$ cat config.mk
export PLATFORM = sky130hd
export DESIGN_NAME = tmr_apb_mc_flat
export DESIGN_NICKNAME = d
export VERILOG_FILES = /design/src/rtl/tmr_apb_mc_if.sv /design/src/rtl/tmr_apb_mc.sv /design/src/flat_wrapper.sv
export SDC_FILE = /design/constraint.sdc
export NUM_CORES = 1
export LEC_CHECK = 0
export ABC_AREA = 1
export ABC_CLOCK_PERIOD_IN_PS = 4500
export BUFFER_PORTS_ARGS = -buffer_cell sky130_fd_sc_hd__buf_2
export CORE_MARGIN = 3
export CORE_UTILIZATION = 55
export DETAILED_ROUTE_END_ITERATION = 8
export PLACE_DENSITY = 0.78
export SETUP_SLACK_MARGIN = 0.15
export SYNTH_ARGS = -nofsm -noshare
export SYNTH_HDL_FRONTEND = slang
export SYNTH_SLANG_ARGS = --single-unit
$ cat constraint.sdc
create_clock -name pclk -period 4.5 [get_ports pclk]
set_clock_uncertainty 0.1 [all_clocks]
set_input_delay 0.225 -clock pclk [delete_from_list [all_inputs] [get_ports pclk]]
set_output_delay 0.225 -clock pclk [all_outputs]
set_load 0.01 [all_outputs]
$ cat src/rtl/tmr_apb_mc_if.sv
// APB slave bus bundle for the multi-channel timer.
interface tmr_apb_mc_if;
    logic [7:0]  paddr;
    logic [31:0] prdata;
    logic [31:0] pwdata;
    logic        psel;
    logic        penable;
    logic        pwrite;
    logic        pready;
    logic        pslverr;

    modport master (
        output paddr, pwdata, psel, penable, pwrite,
        input  prdata, pready, pslverr
    );

    modport slave (
        input  paddr, pwdata, psel, penable, pwrite,
        output prdata, pready, pslverr
    );
endinterface

$ cat src/rtl/tmr_apb_mc.sv
// Multi-channel APB timer: shared prescaled up-counter, one-shot/auto-reload,
// internal or external tick source, ch_n compare channels with PWM and masked irq.
module tmr_apb_mc #(
    parameter int unsigned tmr_w = 16,
    parameter int unsigned pre_w = 8,
    parameter int unsigned ch_n  = 4
) (
    input  logic              pclk,
    input  logic              preset,
    tmr_apb_mc_if.slave       bus,
    output logic              irq,
    input  logic              tmr_in,
    output logic [ch_n-1:0]   tmr_out
);

    localparam logic [tmr_w-1:0] cnt_one = tmr_w'(1);
    localparam logic [pre_w-1:0] pre_one = pre_w'(1);
    localparam logic [5:0]       cmp_lo  = 6'd8;
    localparam logic [5:0]       cmp_hi  = 6'(8 + ch_n);

    logic             en, oneshot, ext;
    logic [pre_w-1:0] psc, pre_cnt;
    logic [tmr_w-1:0] load, cnt;
    logic [ch_n:0]    stat, mask;
    logic [tmr_w-1:0] cmp [ch_n];
    logic             s1, s2, s3;

    logic [5:0]       widx;
    logic             sel_ctrl, sel_load, sel_cnt, sel_stat, sel_mask, sel_cmp;
    logic             mapped, wr;
    logic [31:0]      rdata;
    logic             src, tick, wrap;
    logic [tmr_w-1:0] cnt_inc;
    logic [ch_n:0]    set, w1c;

    // Address decode and APB status
    always_comb begin
        widx     = bus.paddr[7:2];
        sel_ctrl = (widx == 6'd0);
        sel_load = (widx == 6'd1);
        sel_cnt  = (widx == 6'd2);
        sel_stat = (widx == 6'd3);
        sel_mask = (widx == 6'd4);
        sel_cmp  = (widx >= cmp_lo) && (widx < cmp_hi);
        mapped   = sel_ctrl | sel_load | sel_cnt | sel_stat | sel_mask | sel_cmp;
        wr       = bus.psel & bus.pwrite & bus.penable & mapped;
    end

    assign bus.pready  = bus.penable;
    assign bus.pslverr = bus.psel & bus.penable & ~mapped;
    assign bus.prdata  = rdata;

    always_comb begin
        rdata = '0;
        if (bus.psel && !bus.pwrite) begin
            if (sel_ctrl) begin
                rdata[0]          = en;
                rdata[1]          = oneshot;
                rdata[2]          = ext;
                rdata[8 +: pre_w] = psc;
            end
            if (sel_load) rdata[tmr_w-1:0] = load;
            if (sel_cnt)  rdata[tmr_w-1:0] = cnt;
            if (sel_stat) rdata[ch_n:0]    = stat;
            if (sel_mask) rdata[ch_n:0]    = mask;
            for (int unsigned i = 0; i < ch_n; i++) begin
                if (sel_cmp && widx[2:0] == 3'(i)) rdata[tmr_w-1:0] = cmp[i];
            end
        end
    end

    // Tick generation uses the CTRL value registered before this edge
    always_comb begin
        src     = ext ? (s2 & ~s3) : 1'b1;
        tick    = en & src & (pre_cnt == psc);
        wrap    = (cnt == load);
        cnt_inc = wrap ? '0 : cnt + cnt_one;
        set     = '0;
        set[0]  = tick & wrap;
        for (int unsigned i = 0; i < ch_n; i++) begin
            set[i+1] = tick & (cnt_inc == cmp[i]);
        end
        w1c = (wr && sel_stat) ? bus.pwdata[ch_n:0] : '0;
    end

    // Later assignments override earlier ones: register writes beat the timer update
    always_ff @(posedge pclk or posedge preset) begin
        if (preset) begin
            en      <= 1'b0;
            oneshot <= 1'b0;
            ext     <= 1'b0;
            psc     <= '0;
            pre_cnt <= '0;
            load    <= '0;
            cnt     <= '0;
            stat    <= '0;
            mask    <= '0;
            s1      <= 1'b0;
            s2      <= 1'b0;
            s3      <= 1'b0;
            irq     <= 1'b0;
            tmr_out <= '0;
            for (int unsigned i = 0; i < ch_n; i++) cmp[i] <= '0;
        end else begin
            s1 <= tmr_in;
            s2 <= s1;
            s3 <= s2;

            if (en && src) pre_cnt <= (pre_cnt == psc) ? '0 : pre_cnt + pre_one;
            if (tick) begin
                cnt <= cnt_inc;
                if (wrap && oneshot) en <= 1'b0;
            end

            stat <= (stat & ~w1c) | set;
            irq  <= |(stat & mask);
            for (int unsigned i = 0; i < ch_n; i++) begin
                tmr_out[i] <= en & (cnt < cmp[i]);
            end

            if (wr) begin
                if (sel_ctrl) begin
                    en      <= bus.pwdata[0];
                    oneshot <= bus.pwdata[1];
                    ext     <= bus.pwdata[2];
                    psc     <= bus.pwdata[8 +: pre_w];
                    if (en && !bus.pwdata[0]) pre_cnt <= '0;
                end
                if (sel_load) load <= bus.pwdata[tmr_w-1:0];
                if (sel_cnt) begin
                    cnt     <= bus.pwdata[tmr_w-1:0];
                    pre_cnt <= '0;
                end
                if (sel_mask) mask <= bus.pwdata[ch_n:0];
                for (int unsigned i = 0; i < ch_n; i++) begin
                    if (sel_cmp && widx[2:0] == 3'(i)) cmp[i] <= bus.pwdata[tmr_w-1:0];
                end
            end
        end
    end

endmodule

$ cat src/flat_wrapper.sv
// flat-port wrapper written by rule: the top's interface ports become plain ports
module tmr_apb_mc_flat 
#(
    parameter int unsigned tmr_w = 16,
    parameter int unsigned pre_w = 8,
    parameter int unsigned ch_n  = 4
)
  (pclk, preset, irq, tmr_in, tmr_out, bus_paddr, bus_pwdata, bus_psel, bus_penable, bus_pwrite, bus_prdata, bus_pready, bus_pslverr);
  tmr_apb_mc_if bus_i ();
  input  logic pclk;
  input  logic preset;
  output logic irq;
  input  logic tmr_in;
  output logic [ch_n-1:0] tmr_out;
  input wire logic [$bits(bus_i.paddr)-1:0] bus_paddr;
  input wire logic [$bits(bus_i.pwdata)-1:0] bus_pwdata;
  input wire logic [$bits(bus_i.psel)-1:0] bus_psel;
  input wire logic [$bits(bus_i.penable)-1:0] bus_penable;
  input wire logic [$bits(bus_i.pwrite)-1:0] bus_pwrite;
  output wire logic [$bits(bus_i.prdata)-1:0] bus_prdata;
  output wire logic [$bits(bus_i.pready)-1:0] bus_pready;
  output wire logic [$bits(bus_i.pslverr)-1:0] bus_pslverr;
  assign bus_i.paddr = bus_paddr;
  assign bus_i.pwdata = bus_pwdata;
  assign bus_i.psel = bus_psel;
  assign bus_i.penable = bus_penable;
  assign bus_i.pwrite = bus_pwrite;
  assign bus_prdata = bus_i.prdata;
  assign bus_pready = bus_i.pready;
  assign bus_pslverr = bus_i.pslverr;
  tmr_apb_mc #(.tmr_w(tmr_w), .pre_w(pre_w), .ch_n(ch_n)) u_core (.pclk(pclk), .preset(preset), .bus(bus_i), .irq(irq), .tmr_in(tmr_in), .tmr_out(tmr_out));
endmodule
==> impl_metrics.csv, run 1 <==
group,metric,value,unit
floorplan,dieWidth,137,um
floorplan,ioPinCount,85,
floorplan,core_region_area,0.0167,mm2
finish,filler_cell_count,1523,
sta,maxSlewViolCount,0,
power_and_ir_drop,vdd_ir_drop_max,361,uV
synth,syn_area,0.00943,mm2
power_and_ir_drop,power_density,647,mW/mm2
floorplan,dieArea,0.0188,mm2
route,drt_pre_antenna_iters,6,
clock_network,worstSkewPairLatency,430,ps
global_routing,global_routing_usage_summed_across_all_routing_layers,32.0,%
clock_network,clk_transition_reported_paths,60,ps
finish,area.growth.synth_to_final,10.2,%
route,route.antenna.remaining_nets,0,
sta,post-route-worst-setup-slack,1150,ps
global_routing,grt_max_degree,101,
clock_network,ctsResizeCount,0,
finish,finish.instance_area,0.0104,mm2
finish,stdcell_count,1606,
setup_path,cpPeakStageDelay,590,ps
synth,synth.ff_latch_count,133,
global_routing,grt_first_pass_wirelength,46.2,mm
setup_path,crit_path_max_fanout,51,
clock_network,hold_buffers,2,
clock_network,tritoncts.num_buffers,17,
route,detail_route.vias_per_cell,5.90,
synth,post_synth_inst_count,1340,
power_and_ir_drop,seq_power_share,22.1,%
setup_path,timing.critical_path.slowest_stage_cell,"nand2_2",
setup_path,cp.required,4710,ps
synth,yosys.cell_types.count,45,
setup_path,data_arrival_time_of_the_critical_path,3560,ps
setup_path,startpoint_type,"register",
floorplan,placementRows,47,
synth,ys_warns,0,
sta,relSlewSlack,17.8,%
sta,timing.final.crit_share,74.4,%
place,post-place-cells,1573,
finish,post_route_cells_drive_above_1_share,8.44,%
global_routing,antenna_found_initial,0,
synth,syn_avg_cell_area,7.04,um2
setup_path,critical_path.endpoint_type,"register",
place,dp.final_hpwl,20.3,mm
finish,mostFrequentLayoutCells,"nand2_1, inv_1, dfrtp_1",
place,postPlaceCellArea,0.00977,mm2
sta,top_achievable_clock_speed,299,MHz
sta,worst-slew-pin-transition,1230,ps
power_and_ir_drop,p_int,3.52,mW
clock_network,clockBufferDepth,2,
hold_path,hold_path_depth,3,
sta,grt_setup_unrepaired,"false",
hold_path,worstHoldPathType,"in2reg",
setup_path,path_common_cell,"nand2_1",
floorplan,start_util,56.5,%
sta,final-hold-violation-count,0,
global_routing,grt_overflow,0,
power_and_ir_drop,combinationalPowerShare,56.2,%
power_and_ir_drop,switching_share,47.6,%
setup_path,r2r.worst_path.cells,16,
power_and_ir_drop,net-switching-power,3.20,mW
finish,most_frequent_standard_cell_in_the_layout_excluding_fill_and_tap_cells,"nand2_1",
sta,post_route_setup_tns,0,ps
clock_network,postCtsSetupBuffers,0,
clock_network,numClockSinks,133,
clock_network,cts_htree_levels,4,
clock_network,cts_tree,"done",
route,drt_iter0_markers,1353,
route,detail_route.wirelength,29.4,mm
finish,antenna-diode-count,0,
job,total_of_max_cap_violations,0,
route,wire_per_inst,18.3,um
status,run_status,"finished clean",
floorplan,die_h,137,um
finish,finish.net_count,1482,
sta,setup_violations,0,
synth,synth_seq_area_share,35.3,%
setup_path,critical_path_buf_inv_count,2,
power_and_ir_drop,p_leak,5.08,nW
setup_path,timing.setup.critical_path_class,"reg2reg",
global_routing,first_global_vias,8778,
place,gp_congestion,0.979,
place,dp_slack,1320,ps
route,vias_after_detailed_routing,9479,
setup_path,timing.critical_path.depth,16,
setup_path,critical_path.top_delay_family,"simple AND/OR/NAND/NOR gates",
setup_path,cp_cell_sequence,"inv_2 > nand2_1 > nand2_1 > nor2_1 > nand2_1 > nor2_1 > nand2_2 > buf_4 > nand2_1 > nand2_1 > nand2_1 > nor2_1 > nand2_1 > nor2_1 > nand3_1 > nand2_1",
route,drc_errors,0,
sta,finalWorstPathRequiredPeriod,3350,ps
place,port_buffers,50,
power_and_ir_drop,power_frac_clock,21.6,%
clock_network,clock_tree_root_driver_cell,"clkbuf_16",
-- layer usage --
metal / track usage (%) / part of all wire, % / up-vias
li1: - / - / 4438
met1: 44.3 / 41 / 4389
met2: 48.6 / 44 / 560
met3: 6.54 / 10 / 92
met4: 14.0 / 3.8 / 0
met5: 0 / 0 / -
-- cell families (layout without fill, tap and decap cells) --
family / after synthesis / in the layout / share of synthesized area [%]
simple gates: 608 / 608 / 26.6
compound gates: 279 / 279 / 16.9
buf+inv: 233 / 264 / 10.3
flops: 133 / 133 / 35.3
fa+ha+maj: 62 / 62 / 8.22
xor+xnor: 24 / 24 / 2.59
other cells: 1 / 16 / 0.0398
-- power groups by stage --
stage                     clock network, mW  logic (mW)  registers, mW
after CTS                              1.45        3.71           1.48
after global routing                   1.50        4.24           1.50
final                                  1.45        3.78           1.49
after floorplan                           0        2.88           1.41
after global placement                    0        3.59           1.50
after detailed placement                  0        3.65           1.50
-- sequential cells by signal, summed over array words and instances (netlist names) --
name and cells:
u_core.s3 1, u_core.oneshot 1, u_core.en 1, u_core.psc 8, u_core.irq 1, u_core.stat 5
u_core.cmp 64, u_core.ext 1, u_core.pre_cnt 8, u_core.s2 1, u_core.s1 1, u_core.load 16
u_core.mask 5, u_core.tmr_out 4, u_core.cnt 16
-- synthesized netlist by cell type (all sizes together) --
| library cell | count | area [um2] |
|---|---|---|
| nand2 | 407 | 1550 |
| inv | 169 | 634 |
| dfrtp | 133 | 3330 |
| o21ai | 122 | 611 |
| nor2 | 89 | 368 |
| nand3 | 83 | 415 |
| a21oi | 76 | 384 |
| ha | 62 | 776 |
| buf | 35 | 229 |
| o22ai | 29 | 181 |
| clkbuf | 27 | 101 |
| o211ai | 14 | 105 |
| xor2 | 14 | 156 |
| nand4 | 13 | 87.6 |
| xnor2 | 10 | 87.6 |
| nor3 | 9 | 45.0 |
| o2111ai | 9 | 78.8 |
| o221ai | 6 | 52.6 |
| a211oi | 5 | 37.5 |
| a221oi | 4 | 35.0 |
| a21boi | 3 | 22.5 |
| a31oi | 3 | 18.8 |
| o21a | 3 | 22.5 |
| or2 | 3 | 18.8 |
| and2 | 2 | 12.5 |
| clkinv | 2 | 7.51 |
| nor3b | 2 | 15.0 |
| a21o | 1 | 7.51 |
| a31o | 1 | 8.76 |
| a41oi | 1 | 8.76 |
| conb | 1 | 3.75 |
| o31ai | 1 | 7.51 |
| o41ai | 1 | 16.3 |
-- final cells by class --
type                    count  area [um2]  area share (%)
inverters                 171         647            6.23
well taps                 220         275            2.65
multi-input cells         989        5190            50.0
flip-flops and latches    133        3330            32.0
clock inverters             8         124            1.19
repair buffers             62         345            3.32
clock buffers              23         478            4.60
-- worst min-delay path, cell delays in order --
cell and delay (ps):
buf_2 130, nor2_1 100, a21oi_1 40
-- stage by stage --
step / total power [mW] / util [%] / hold slack (ps)
after floorplan: 4.30 / - / 156
after detailed placement: 5.15 / 58.5 / 236
after global routing: 7.25 / 62.2 / 22.8
final: 6.72 / 62.2 / 14.9
after CTS: 6.64 / 62.2 / 9.84
after global placement: 5.09 / 58.5 / 233
-- final timing paths --
kind / from / endpoint / slack [ps]
worst min-delay path: bus_pwdata[0] / u_core.en$_DFF_PP0_ / 10
worst max register to register: u_core.cnt[0]$_DFF_PP0_ / u_core.stat[1]$_DFF_PP0_ / 1150
max in group asynchronous: preset / u_core.cmp[54]$_DFFE_PP0P_ / 2860
worst min register to register: u_core.s1$_DFF_PP0_ / u_core.s2$_DFF_PP0_ / 270
worst max-delay path: u_core.cnt[0]$_DFF_PP0_ / u_core.stat[1]$_DFF_PP0_ / 1150
min in group asynchronous: preset / u_core.pre_cnt[2]$_DFF_PP0_ / 430
Note: power is estimated with default switching activity, not from simulation.
==> run 2, diff against run 1 <==
- ABC_CLOCK_PERIOD_IN_PS: 4500 -> 2900
- PLACE_DENSITY: 0.78 -> 0.81
- clock period: 4.5 -> 2.9 ns (I/O delays scaled with it)
==> impl_metrics.csv, run 2 (same netlist as run 1, synthesis figures left out) <==
group,metric,value,unit
status,run_status,"finished clean",
floorplan,placementRows,47,
place,dp.final_hpwl,20.8,mm
route,route.antenna.remaining_nets,0,
setup_path,path_common_cell,"nand2_1",
setup_path,timing.rr.start,"u_core.cnt[1]$_DFF_PP0_",
setup_path,r2r.worst_path.cells,16,
setup_path,timing.critical_path.depth,16,
global_routing,global_routing_usage_summed_across_all_routing_layers,32.2,%
sta,grt_setup_unrepaired,"false",
setup_path,data_arrival_time_of_the_critical_path,2920,ps
floorplan,start_util,56.5,%
sta,maxSlewViolCount,0,
setup_path,cp.required,3170,ps
clock_network,postCtsSetupBuffers,0,
finish,regMostFlops,"u_core.cmp",
global_routing,grt_first_pass_wirelength,46.6,mm
setup_path,setup.reg_to_reg.worst_slack,250,ps
place,dp_slack,344,ps
sta,top_achievable_clock_speed,378,MHz
finish,mostFrequentLayoutCells,"nand2_1, inv_1, dfrtp_1",
global_routing,antenna_found_initial,0,
clock_network,tritoncts.num_buffers,17,
floorplan,dieWidth,137,um
clock_network,numClockSinks,133,
floorplan,dieArea,0.0188,mm2
route,drc_errors,0,
finish,top_regs,"u_core.cmp x64, u_core.cnt x16, u_core.load x16",
floorplan,die_h,137,um
sta,finalWorstPathRequiredPeriod,2650,ps
setup_path,startpoint_type,"register",
sta,worst-slew-pin-transition,856,ps
setup_path,timing.setup.critical_path_class,"reg2reg",
finish,postLayoutCoreUtil,64.6,%
finish,finish.instance_area,0.0108,mm2
route,detail_route.vias_per_cell,5.87,
power_and_ir_drop,p_leak,5.28,nW
global_routing,first_global_vias,8782,
setup_path,cp_cell_sequence,"buf_4 > inv_1 > nand2_1 > nand2_1 > nor2_1 > nand2_1 > nor2_1 > nand2_2 > clkbuf_16 > nand3_1 > nand2_1 > nor2_1 > nand2_1 > nor2_1 > nand3_1 > nand2_1",
hold_path,worstHoldPathType,"in2reg",
route,detail_route.wirelength,30.2,mm
place,port_buffers,50,
clock_network,clock_tree_root_driver_cell,"clkbuf_16",
global_routing,grt_overflow,0,
hold_path,hold_path_depth,3,
setup_path,critical_path.top_delay_family,"simple AND/OR/NAND/NOR gates",
setup_path,critical_path_buf_inv_count,3,
job,total_of_max_cap_violations,0,
place,postPlaceCellArea,0.00994,mm2
route,wire_per_inst,18.4,um
setup_path,crit_path_max_fanout,41,
finish,post_route_cells_drive_above_1_share,9.99,%
finish,finish.net_count,1517,
hold_path,hold_path.startpoint,"bus_pwdata[4]",
clock_network,cts_htree_levels,4,
clock_network,clk_transition_reported_paths,60,ps
sta,post-route-worst-setup-slack,252,ps
sta,final-hold-violation-count,0,
finish,most_frequent_standard_cell_in_the_layout_excluding_fill_and_tap_cells,"nand2_1",
hold_path,hold-path-endpoint,"u_core.mask[4]$_DFFE_PP0P_",
finish,area.growth.synth_to_final,14.3,%
route,drt_iter0_markers,1101,
clock_network,worstSkewPairLatency,440,ps
setup_path,critical_path.endpoint_type,"register",
finish,antenna-diode-count,0,
sta,timing.final.crit_share,91.3,%
clock_network,clockBufferDepth,2,
sta,relSlewSlack,42.9,%
finish,largest_reg_flops,64,
setup_path,worst_r2r_endpoint,"u_core.stat[3]$_DFF_PP0_",
setup_path,cpPeakStageDelay,440,ps
floorplan,ioPinCount,85,
floorplan,core_region_area,0.0167,mm2
power_and_ir_drop,power_density,995,mW/mm2
clock_network,cts_tree,"done",
power_and_ir_drop,fin_total_pwr,10.7,mW
power_and_ir_drop,vdd_ir_drop_max,753,uV
sta,post_route_setup_tns,0,ps
setup_path,timing.critical_path.slowest_stage_cell,"dfrtp_1",
route,drt_pre_antenna_iters,6,
global_routing,grt_max_degree,83,
route,vias_after_detailed_routing,9643,
sta,setup_violations,0,
place,gp_congestion,1.01,
## run 2: per-layer routing
layer	vias up	part of all wire, %	track usage (%)	wire length, um
li1	4512	-	-	-
met1	4426	42	45.5	12700
met2	587	43	47.9	13100
met3	118	9.8	5.96	2950
met4	0	4.7	15.1	1430
met5	-	0	0	0
## run 2: stage by stage
stage | hold WS (ps) | instances
detailed placement | 122 | 1593
global placement | 118 | 1593
floorplan | 76.4 | 1355
finish | 46.9 | 1642
CTS | 33.6 | 1641
global route | 50.4 | 1642
## run 2: layout make-up
cell class	instances	area (um2)
fill	1480	5920
multi-input combinational	989	5190
sequential	133	3330
timing repair buffer	97	693
inverter	171	646
clock buffer	21	480
tap	220	275
clock inverter	11	170
## run 2: repair_timing
action	in CTS	in global routing
resized for setup	0	3
setup endpoints to repair	0	4
endpoints found under the hold margin	66	0
hold buffers	16	0
## run 2: worst max path at each step
stage                                  from                  endpoint  slack, ps
finish              u_core.cnt[1]$_DFF_PP0_  u_core.stat[3]$_DFF_PP0_        250
global route        u_core.cnt[5]$_DFF_PP0_  u_core.stat[2]$_DFF_PP0_        180
CTS                 u_core.cnt[0]$_DFF_PP0_  u_core.stat[1]$_DFF_PP0_        320
detailed placement  u_core.cnt[0]$_DFF_PP0_  u_core.stat[2]$_DFF_PP0_        340
global placement    u_core.cnt[0]$_DFF_PP0_  u_core.stat[3]$_DFF_PP0_        390
floorplan           u_core.cnt[1]$_DFF_PP0_  u_core.stat[2]$_DFF_PP0_        920
## run 2: worst min-delay path: stages
cell     delay, ps
buf_2           80
inv_1          130
o21ai_0        180
## run 2: power by group
group / internal, mW / leakage (nW) / switching (mW) / total, mW
Sequential: 2.00 / 1.72 / 0.254 / 2.25
Clock: 1.53 / 0.312 / 0.877 / 2.41
Combinational: 2.11 / 3.25 / 3.95 / 6.07
Total: 5.64 / 5.28 / 5.08 / 10.7
